<file path="config.mk">
export PLATFORM = sky130hd
export DESIGN_NAME = divider_unit_flat
export DESIGN_NICKNAME = d
export VERILOG_FILES = /design/src/rtl/divider_unit_if.sv /design/src/rtl/divider_unit.sv /design/src/flat_wrapper.sv
export SDC_FILE = /design/constraint.sdc
export NUM_CORES = 1
export LEC_CHECK = 0
export ABC_AREA = 1
export BUFFER_PORTS_ARGS = -buffer_cell sky130_fd_sc_hd__buf_2
export CAP_MARGIN = 10
export CORE_ASPECT_RATIO = 0.9
export CORE_MARGIN = 8
export CORE_UTILIZATION = 55
export CTS_BUF_LIST = sky130_fd_sc_hd__clkbuf_8
export CTS_CLUSTER_DIAMETER = 120
export DETAILED_ROUTE_END_ITERATION = 10
export PLACE_DENSITY = 0.8
export SYNTH_ARGS = -nofsm -noshare
export SYNTH_HDL_FRONTEND = slang
export SYNTH_SLANG_ARGS = --single-unit
</file>
<file path="constraint.sdc">
create_clock -name clk -period 8.7 [get_ports clk]
set_clock_uncertainty 0.15 [all_clocks]
set_input_delay 0.435 -clock clk [delete_from_list [all_inputs] [get_ports clk]]
set_output_delay 0.435 -clock clk [all_outputs]
set_load 0.1 [all_outputs]
</file>
<file path="src/rtl/divider_unit_if.sv">
// Start/done handshake bundle between the execute stage and the divider.
interface divider_if #(parameter int WIDTH = 32);
  logic             Start_i;
  logic [1:0]       Div_Operation_i;
  logic [WIDTH-1:0] A_i;
  logic [WIDTH-1:0] B_i;
  logic             Busy_o;
  logic             Done_o;
  logic [WIDTH-1:0] Result_o;
  logic             Zero_o;

  // Requester side (execute stage / testbench)
  modport master (
    output Start_i, Div_Operation_i, A_i, B_i,
    input  Busy_o, Done_o, Result_o, Zero_o
  );

  // Divider side
  modport slave (
    input  Start_i, Div_Operation_i, A_i, B_i,
    output Busy_o, Done_o, Result_o, Zero_o
  );
endinterface

</file>
<file path="src/rtl/divider_unit.sv">
// Iterative restoring divider for DIV/DIVU/REM/REMU, one quotient bit per clock.
// Divide-by-zero and signed overflow bypass the iteration and finish in one cycle.
module divider_unit #(
  parameter int WIDTH = 32
) (
  input  logic      clk,
  input  logic      reset,
  divider_if.slave  bus
);
  localparam int CW = $clog2(WIDTH);
  localparam logic [WIDTH-1:0] W_MIN = {1'b1, {(WIDTH-1){1'b0}}};

  typedef enum logic [1:0] {IDLE, CALC, DONE} state_t;

  state_t           r_state;
  logic [WIDTH-1:0] r_rem;
  logic [WIDTH-1:0] r_quo;
  logic [WIDTH-1:0] r_div;
  logic [WIDTH-1:0] r_result;
  logic [CW-1:0]    r_count;
  logic             r_busy;
  logic             r_done;
  logic             r_is_rem;
  logic             r_neg_q;
  logic             r_neg_r;

  // Request decode: op[0]=0 means signed, op[1]=1 means remainder
  logic             w_signed;
  logic             w_is_rem;
  logic             w_a_neg;
  logic             w_b_neg;
  logic [WIDTH-1:0] w_a_mag;
  logic [WIDTH-1:0] w_b_mag;
  logic             w_div0;
  logic             w_ovf;
  logic [WIDTH-1:0] w_special_res;

  assign w_signed      = ~bus.Div_Operation_i[0];
  assign w_is_rem      = bus.Div_Operation_i[1];
  assign w_a_neg       = w_signed & bus.A_i[WIDTH-1];
  assign w_b_neg       = w_signed & bus.B_i[WIDTH-1];
  assign w_a_mag       = w_a_neg ? (~bus.A_i + 1'b1) : bus.A_i;
  assign w_b_mag       = w_b_neg ? (~bus.B_i + 1'b1) : bus.B_i;
  assign w_div0        = (bus.B_i == '0);
  assign w_ovf         = w_signed && (bus.A_i == W_MIN) && (bus.B_i == '1);
  assign w_special_res = w_div0 ? (w_is_rem ? bus.A_i : '1)
                                : (w_is_rem ? '0 : W_MIN);

  // One restoring step: the shifted remainder needs WIDTH+1 bits so the
  // trial subtraction's sign bit is meaningful.
  logic [WIDTH:0]   w_shift;
  logic [WIDTH:0]   w_trial;
  logic             w_trial_neg;
  logic [WIDTH-1:0] w_next_rem;
  logic [WIDTH-1:0] w_next_quo;
  logic [WIDTH-1:0] w_final;

  assign w_shift     = {r_rem, r_quo[WIDTH-1]};
  assign w_trial     = w_shift - {1'b0, r_div};
  assign w_trial_neg = w_trial[WIDTH];
  assign w_next_rem  = w_trial_neg ? w_shift[WIDTH-1:0] : w_trial[WIDTH-1:0];
  assign w_next_quo  = {r_quo[WIDTH-2:0], ~w_trial_neg};

  // Sign fix applied on the last step's outputs
  assign w_final = r_is_rem ? (r_neg_r ? (~w_next_rem + 1'b1) : w_next_rem)
                            : (r_neg_q ? (~w_next_quo + 1'b1) : w_next_quo);

  assign bus.Busy_o   = r_busy;
  assign bus.Done_o   = r_done;
  assign bus.Result_o = r_result;
  assign bus.Zero_o   = (r_result == '0);

  // Control FSM plus datapath registers; reset aborts any in-flight operation
  always_ff @(posedge clk) begin
    if (!reset) begin
      r_state  <= IDLE;
      r_rem    <= '0;
      r_quo    <= '0;
      r_div    <= '0;
      r_result <= '0;
      r_count  <= '0;
      r_busy   <= 1'b0;
      r_done   <= 1'b0;
      r_is_rem <= 1'b0;
      r_neg_q  <= 1'b0;
      r_neg_r  <= 1'b0;
    end else begin
      case (r_state)
        IDLE: begin
          r_done <= 1'b0;
          if (bus.Start_i) begin
            r_is_rem <= w_is_rem;
            r_neg_q  <= w_a_neg ^ w_b_neg;
            r_neg_r  <= w_a_neg;
            r_busy   <= 1'b1;
            if (w_div0 || w_ovf) begin
              r_result <= w_special_res;
              r_done   <= 1'b1;
              r_state  <= DONE;
            end else begin
              r_rem   <= '0;
              r_quo   <= w_a_mag;
              r_div   <= w_b_mag;
              r_count <= '0;
              r_state <= CALC;
            end
          end
        end
        CALC: begin
          r_rem   <= w_next_rem;
          r_quo   <= w_next_quo;
          r_count <= r_count + 1'b1;
          if (r_count == CW'(WIDTH-1)) begin
            r_result <= w_final;
            r_done   <= 1'b1;
            r_state  <= DONE;
          end
        end
        DONE: begin
          r_done  <= 1'b0;
          r_busy  <= 1'b0;
          r_state <= IDLE;
        end
        default: begin
          r_done  <= 1'b0;
          r_busy  <= 1'b0;
          r_state <= IDLE;
        end
      endcase
    end
  end
endmodule

</file>
<file path="src/flat_wrapper.sv">
// flat-port wrapper written by rule: the top's interface ports become plain ports
module divider_unit_flat 
#(
  parameter int WIDTH = 32
)
  (clk, reset, bus_Start_i, bus_Div_Operation_i, bus_A_i, bus_B_i, bus_Busy_o, bus_Done_o, bus_Result_o, bus_Zero_o);
  divider_if #(.WIDTH(WIDTH)) bus_i ();
  input  logic clk;
  input  logic reset;
  input wire logic [$bits(bus_i.Start_i)-1:0] bus_Start_i;
  input wire logic [$bits(bus_i.Div_Operation_i)-1:0] bus_Div_Operation_i;
  input wire logic [$bits(bus_i.A_i)-1:0] bus_A_i;
  input wire logic [$bits(bus_i.B_i)-1:0] bus_B_i;
  output wire logic [$bits(bus_i.Busy_o)-1:0] bus_Busy_o;
  output wire logic [$bits(bus_i.Done_o)-1:0] bus_Done_o;
  output wire logic [$bits(bus_i.Result_o)-1:0] bus_Result_o;
  output wire logic [$bits(bus_i.Zero_o)-1:0] bus_Zero_o;
  assign bus_i.Start_i = bus_Start_i;
  assign bus_i.Div_Operation_i = bus_Div_Operation_i;
  assign bus_i.A_i = bus_A_i;
  assign bus_i.B_i = bus_B_i;
  assign bus_Busy_o = bus_i.Busy_o;
  assign bus_Done_o = bus_i.Done_o;
  assign bus_Result_o = bus_i.Result_o;
  assign bus_Zero_o = bus_i.Zero_o;
  divider_unit #(.WIDTH(WIDTH)) u_core (.clk(clk), .reset(reset), .bus(bus_i));
endmodule
</file>
==> results of run 1 <==
[cell families after synthesis]
kind of cell    share of synthesized area
fa+ha+maj                          0.0397
xor+xnor                           0.0465
mux                              0.000782
simple gates                        0.396
flops                               0.219
buf+inv                             0.115
compound gates                      0.182
[registers in the layout, indices dropped and copies added, names as in the netlist]
signal and flops:
u_core.bus.Result_o 32, u_core.r_div 32, u_core.r_quo 32, u_core.r_rem 32, u_core.r_count 5, u_core.r_state 2, u_core.bus.Busy_o 1, u_core.bus.Done_o 1
u_core.r_is_rem 1, u_core.r_neg_q 1, u_core.r_neg_r 1
[how the worst min path moves through the flow]
stage / endpoint / depth (start not counted) / from
6_report: u_core.r_div[1]$_SDFFE_PN0P_ / 3 / bus_B_i[1]
5_1_grt: u_core.r_div[1]$_SDFFE_PN0P_ / 3 / bus_B_i[1]
4_1_cts: u_core.r_div[1]$_SDFFE_PN0P_ / 3 / bus_B_i[1]
3_5_place_dp: u_core.bus.Done_o$_SDFFE_PN0P_ / 2 / u_core.bus.Done_o$_SDFFE_PN0P_
3_3_place_gp: u_core.bus.Done_o$_SDFFE_PN0P_ / 2 / u_core.bus.Done_o$_SDFFE_PN0P_
2_1_floorplan: u_core.r_div[16]$_SDFFE_PN0P_ / 2 / u_core.r_div[16]$_SDFFE_PN0P_
[routing by layer]
metal,vias to the layer above,global-route usage,share of wire
li1,7211,-,-
met1,6705,0.407,0.44
met2,714,0.438,0.43
met3,80,0.0615,0.10
met4,2,0.101,0.026
met5,-,0,0.00035
[area by class of cell]
type                    instances  area share
clock buffers                  18      0.0181
inverters                     273      0.0748
repair buffers                112      0.0425
well taps                     302      0.0276
clock inverters                14      0.0108
flip-flops and latches        140       0.204
multi-input cells            1698       0.622
[worst max-delay path: cells and delay by family (launching register included)]
family	cells	cell delay (ns)
flip-flops	1	0.41
AND/OR/NAND/NOR	21	3.11
adder cells (fa/ha/maj)	3	0.92
buffers and inverters	2	0.15
AO/OA/AOI/OAI	3	0.32
XOR/XNOR	1	0.17
[where the power goes]
part | total [uW] | switching (uW) | internal (uW)
registers | 721 | 39.4 | 681
clock network | 559 | 314 | 245
logic | 826 | 596 | 229
[through the flow]
| step | hold slack (ns) | cells |
|---|---|---|
| floorplan | 0.285 | 2196 |
| global placement | 0.301 | 2525 |
| detailed placement | 0.308 | 2525 |
| CTS | 0.126 | 2557 |
| global route | 0.141 | 2557 |
| finish | 0.147 | 2557 |
[cell usage in the layout (no fill, tap or decap), types with 15 or more instances in the layout]
| master | n |
|---|---|
| nor4_1 | 17 |
| ha_1 | 39 |
| clkbuf_8 | 18 |
| xor2_1 | 47 |
| inv_1 | 264 |
| buf_2 | 103 |
| nor2_1 | 192 |
| o21ai_0 | 139 |
| a21oi_1 | 167 |
| nor3_1 | 32 |
| nand3_1 | 155 |
| a31oi_1 | 40 |
| xnor2_1 | 21 |
| nand2_1 | 664 |
| dfxtp_1 | 140 |
| nand4_1 | 22 |
| o21ai_1 | 15 |
| nand2_2 | 34 |
==> out/qor.yml, run 1 <==
job:
  drv_cap: 0
finish:
  design_area_um2: 13700
  fillers: 2359
  regArea_um2: 2800
  final_core_util: 0.594
  multi_input_area_um2: 8520
  antennaDiodeCount: 0
  drive_above_1_share: 0.110
  area_delta_synth_final_pct: 7.10
  fin_nets: 2351
timing:
  setup_ws_ns: 3.32
  finalSetupViolCount: 0
  fmax_mhz: 186
  worst_pin_slew_ns: 1.18
  drv_slew: 0
  finalHoldViolCount: 0
  rsz0062_at_grt: "no"
  layout_min_cycle_time_ns: 5.38
  setup-tns-final_ns: 0
  finalCritPeriodShare: 0.619
  relSlewSlack: 0.208
setup_path:
  reg2reg_slack_ns: 3.32
  critPathCaptureType: "flop"
  crit_required_ns: 8.85
  crit_type: "reg2reg"
  slowest_stage: "nand2_4"
  timing.rr.start: "u_core.r_quo[31]$_SDFFE_PN0P_"
  start_kind: "flop"
  critPathLaunch: "u_core.r_quo[31]$_SDFFE_PN0P_"
  cpMostUsedCell: "nand2_1"
  reg2regPathDepth: 30
  crit_end: "u_core.bus.Result_o[30]$_SDFFE_PN0P_"
  crit_fanout: 48
  crit_arrival_ns: 5.54
  max_stage_delay_ns: 0.47
  r2r-end: "u_core.bus.Result_o[30]$_SDFFE_PN0P_"
power_and_ir_drop:
  p_leak_uw: 0.00673
  max-vdd-ir-drop_mv: 0.121
  p_per_area_nw_per_um2: 154
  power_uw: 2110
grt:
  grt_pass1_wl_mm: 67.7
  grt_usage: 0.292
  antenna_found_initial: 1
  grt_max_degree: 89
  grt_pass1_vias: 13240
  gr-total-overflow: 0
drt:
  viasPerCell: 5.75
  vias: 14712
  drc: 0
  ant_nets: 0
  first_pass_iters: 5
  drt_iter0_markers: 1739
  routed_wirelength_mm: 42.4
  wire_per_inst_um: 16.6
clocking:
  path_clk_slew_ns: 0.10
  htreeDepth: 4
  hold_buffers: 0
  clockBufferDepth: 2
  root_buffer: "clkbuf_8"
  ctsResizeCount: 0
  clock_latency_ns: 0.47
  numCtsBuffers: 17
  clock-sinks: 140
  cts_setup_buffers: 0
  cts_tree: "built"
synth:
  yosysTopAreaCell: "dfxtp_1"
  yosysMostFrequentCell: "nand2_1"
  syn_area_per_cell_um2: 5.83
  synth_edf_count: 0
  syn_nets: 2305
  synth_flop_cell: "dfxtp_1"
  syn_inst: 2196
  yosysTopAreaCellShare: 0.219
  ys_top_cells_by_area: "dfxtp_1 (22%), nand2_1 (19%), inv_1 (7.7%)"
  ys_async_sr_fraction: 0
  synth_commonest_cells: "nand2_1 (664), inv_1 (264), nor2_1 (192), a21oi_1 (167), nand3_1 (156)"
  netlist_area_um2: 12800
  synth_cell_types: 57
  seq_area_frac_synth: 0.219
  ys_warn_count: 0
  yosys_register_bits: 140
floorplan:
  initial_core_util: 0.555
  core_um2: 23100
  die_y_um: 161
  die_x_um: 177
  die_area_um2: 28400
  ios: 104
  rows: 53
placement:
  finalWeightedCongestion: 0.966
  port_buffers: 103
  dp_hpwl_mm: 32.6
  preCtsSetupSlack_ns: 3.49
  dpl_cell_area_um2: 13300
run_status:
  status: "finished, final reports clean"
hold_path:
  hold_path.class: "in2reg"
(Power assumes the default switching activity.)
==> run 2, diff against run 1 <==
Settings changed: PLACE_DENSITY 0.8 to 0.83.
Clock period 8.7 ns to 4.52 ns, I/O delays scaled along.
==> run 2 against run 1 <==
  * Clock power is 90% higher
  * Combinational power is 100% higher
  * Routed wire length grew 7.1%
  * Total power up 97%
  * Via count increased by 1.6%
  * Cell count is 2.0% higher
  * Non-clock buffer count grew 49
  * Sequential power up 93%
  * First-iteration DRC count increased by 7.0%
  * Cell area grew 3.9%
  * Sequential share of layout area decreased by 0.75 points
  * Maximum frequency grew 24%
  * Critical path type unchanged
  * Largest power group unchanged
==> out/qor.yml, run 2 (synthesized netlist as in run 1, its figures left out) <==
timing:
  worst_pin_slew_ns: 0.992  # was 1.18 ns
  fmax_mhz: 229  # was 186 MHz
  setup-tns-final_ns: 0  # unchanged
  drv_slew: 0  # unchanged
  finalSetupViolCount: 0  # unchanged
  finalCritPeriodShare: 0.964  # was 0.619
  relSlewSlack: 0.338  # was 0.208
  setup_ws_ns: 0.162  # was 3.32 ns
  finalHoldViolCount: 0  # unchanged
  layout_min_cycle_time_ns: 4.36  # was 5.38 ns
setup_path:
  r2r-end: "u_core.bus.Result_o[28]$_SDFFE_PN0P_"  # was u_core.bus.Result_o[30]$_SDFFE_PN0P_
  start_kind: "flop"  # unchanged
  crit_fanout: 4  # was 48
  timing.rr.start: "u_core.r_quo[31]$_SDFFE_PN0P_"  # unchanged
  slowest_stage: "dfxtp_2"  # was nand2_4
  crit_arrival_ns: 4.54  # was 5.54 ns
  crit_required_ns: 4.70  # was 8.85 ns
  critPathCaptureType: "flop"  # unchanged
  reg2reg_slack_ns: 0.16  # was 3.32 ns
  crit_type: "reg2reg"  # unchanged
  cpMostUsedCell: "nand2_1"  # unchanged
  max_stage_delay_ns: 0.36  # was 0.47 ns
  reg2regPathDepth: 30  # unchanged
  critPathLaunch: "u_core.r_quo[31]$_SDFFE_PN0P_"  # unchanged
power_and_ir_drop:
  p_leak_uw: 0.00696  # was 0.00673 uW
  power_uw: 4140  # was 2110 uW
  comb_power_share: 0.407  # was 0.392
  p_int_uw: 2280  # was 1160 uW
  switching_power_uw: 1870  # was 950 uW
  max-vdd-ir-drop_mv: 0.231  # was 0.121 mV
  pwr-share-clk: 0.257  # was 0.266
  p_sw_frac: 0.451  # about the same
  seq_power_share: 0.337  # was 0.342
  p_per_area_nw_per_um2: 291  # was 154 nW/um2
clocking:
  cts_tree: "built"  # unchanged
  htreeDepth: 4  # unchanged
  clockBufferDepth: 2  # unchanged
  clock_latency_ns: 0.48  # was 0.47 ns
  root_buffer: "clkbuf_8"  # unchanged
  path_clk_slew_ns: 0.09  # was 0.10 ns
  clock-sinks: 140  # unchanged
  numCtsBuffers: 17  # unchanged
placement:
  finalWeightedCongestion: 1.02  # was 0.966
  dp_hpwl_mm: 34.3  # was 32.6 mm
  port_buffers: 103  # unchanged
  preCtsSetupSlack_ns: -0.0155  # was 3.49 ns
drt:
  vias: 14953  # was 14712
  drt_iter0_markers: 1860  # was 1739
  drc: 0  # unchanged
  routed_wirelength_mm: 45.4  # was 42.4 mm
  first_pass_iters: 6  # was 5
  ant_nets: 0  # unchanged
  wire_per_inst_um: 17.4  # was 16.6 um
  viasPerCell: 5.74  # was 5.75
grt:
  grt_pass1_wl_mm: 71.5  # was 67.7 mm
  grt_max_degree: 58  # was 89
  grt_pass1_vias: 13575  # was 13240
  grt_usage: 0.312  # was 0.292
  antenna_found_initial: 2  # was 1
  gr-total-overflow: 0  # unchanged
floorplan:
  ios: 104  # unchanged
  die_y_um: 161  # unchanged
  die_area_um2: 28400  # unchanged
  initial_core_util: 0.555  # unchanged
  core_um2: 23100  # unchanged
  rows: 53  # unchanged
  die_x_um: 177  # unchanged
hold_path:
  timing.hold.worst_path_depth: 3  # unchanged
  hold_path.class: "in2reg"  # unchanged
  min_to: "u_core.bus.Result_o[11]$_SDFFE_PN0P_"  # was u_core.r_div[1]$_SDFFE_PN0P_
  holdCritStartpoint: "bus_A_i[11]"  # was bus_B_i[1]
finish:
  final_core_util: 0.617  # was 0.594
  drive_above_1_share: 0.124  # was 0.110
  fin_nets: 2400  # was 2351
  mostFrequentLayoutCell: "nand2_1"  # unchanged
  final_cell_mix: "nand2_1 (661), inv_1 (264), nor2_1 (190), a21oi_1 (166), nand3_1 (152)"  # was nand2_1 (664), inv_1 (264), nor2_1 (192), a21oi_1 (167), nand3_1 (155)
  area_delta_synth_final_pct: 11.3  # was 7.10%
run_status:
  status: "finished, final reports clean"  # unchanged
job:
  drv_cap: 0  # unchanged
run 2: cell types whose count changed in the layout (fill, tap and decap cells not counted), sizes merged:
cell,change
buf,+21
clkbuf,+1
clkinv,+3
clkinvlp,+1
diode,+1
dlygate4sd3,+28
inv,-5
run 2: metrics by stage:
step	instances	area, um2	hold WS [ns]
after CTS	2603	14100	0.00137
after global placement	2543	13500	0.297
after detailed placement	2543	13500	0.305
final	2607	14200	0.0126
after floorplan	2196	12800	0.237
after global routing	2607	14200	0.0434
run 2: what timing repair did:
| item | 4_1_cts | 5_1_grt |
|---|---|---|
| endpoints found under the hold margin | 29 | 0 |
| hold buffers | 28 | 0 |
| pin swaps | 0 | 5 |
| resized for setup | 1 | 20 |
| setup buffers | 0 | 3 |
| endpoints found under the setup margin | 2 | 6 |
run 2: routing by layer:
layer,share of wire,track usage,up-vias
met4,0.027,0.0989,2
met1,0.43,0.429,6736
li1,-,-,7309
met3,0.11,0.0716,94
met5,0.00029,0,-
met2,0.43,0.474,812
run 2: power groups by stage:
stage               logic (uW)  clock network (uW)  registers (uW)
finish                    1680                1060            1390
CTS                       1620                1060            1390
detailed placement        1590                   0            1420
global route              1840                1120            1400
floorplan                 1050                   0            1510
global placement          1570                   0            1410
run 2: area by class of cell:
cell class	count	area, um2
Tap cell	302	378
Multi-Input combinational cell	1698	8600
Sequential cell	140	2810
Timing Repair Buffer	161	1030
Inverter	273	1020
Clock inverter	13	133
Clock buffer	19	262
Antenna cell	1	2.50
Fill cell	2262	8830
run 2: worst max path at each step:
stage,endpoint,slack (ns),depth (start not counted)
floorplan,u_core.bus.Result_o[30]$_SDFFE_PN0P_,0.07,32
global placement,u_core.bus.Result_o[30]$_SDFFE_PN0P_,0.09,30
CTS,u_core.bus.Result_o[30]$_SDFFE_PN0P_,0.06,30
detailed placement,u_core.bus.Result_o[30]$_SDFFE_PN0P_,-0.02,30
global route,u_core.bus.Result_o[28]$_SDFFE_PN0P_,-0.06,30
finish,u_core.bus.Result_o[28]$_SDFFE_PN0P_,0.16,30
run 2: worst max-delay path, delay by kind of cell, from the launching register on:
family / cells / cell delay (ns)
buffers and inverters: 3 / 0.27
AO/OA/AOI/OAI: 3 / 0.38
flip-flops: 1 / 0.36
adder cells (fa/ha/maj): 3 / 0.75
AND/OR/NAND/NOR: 21 / 2.31
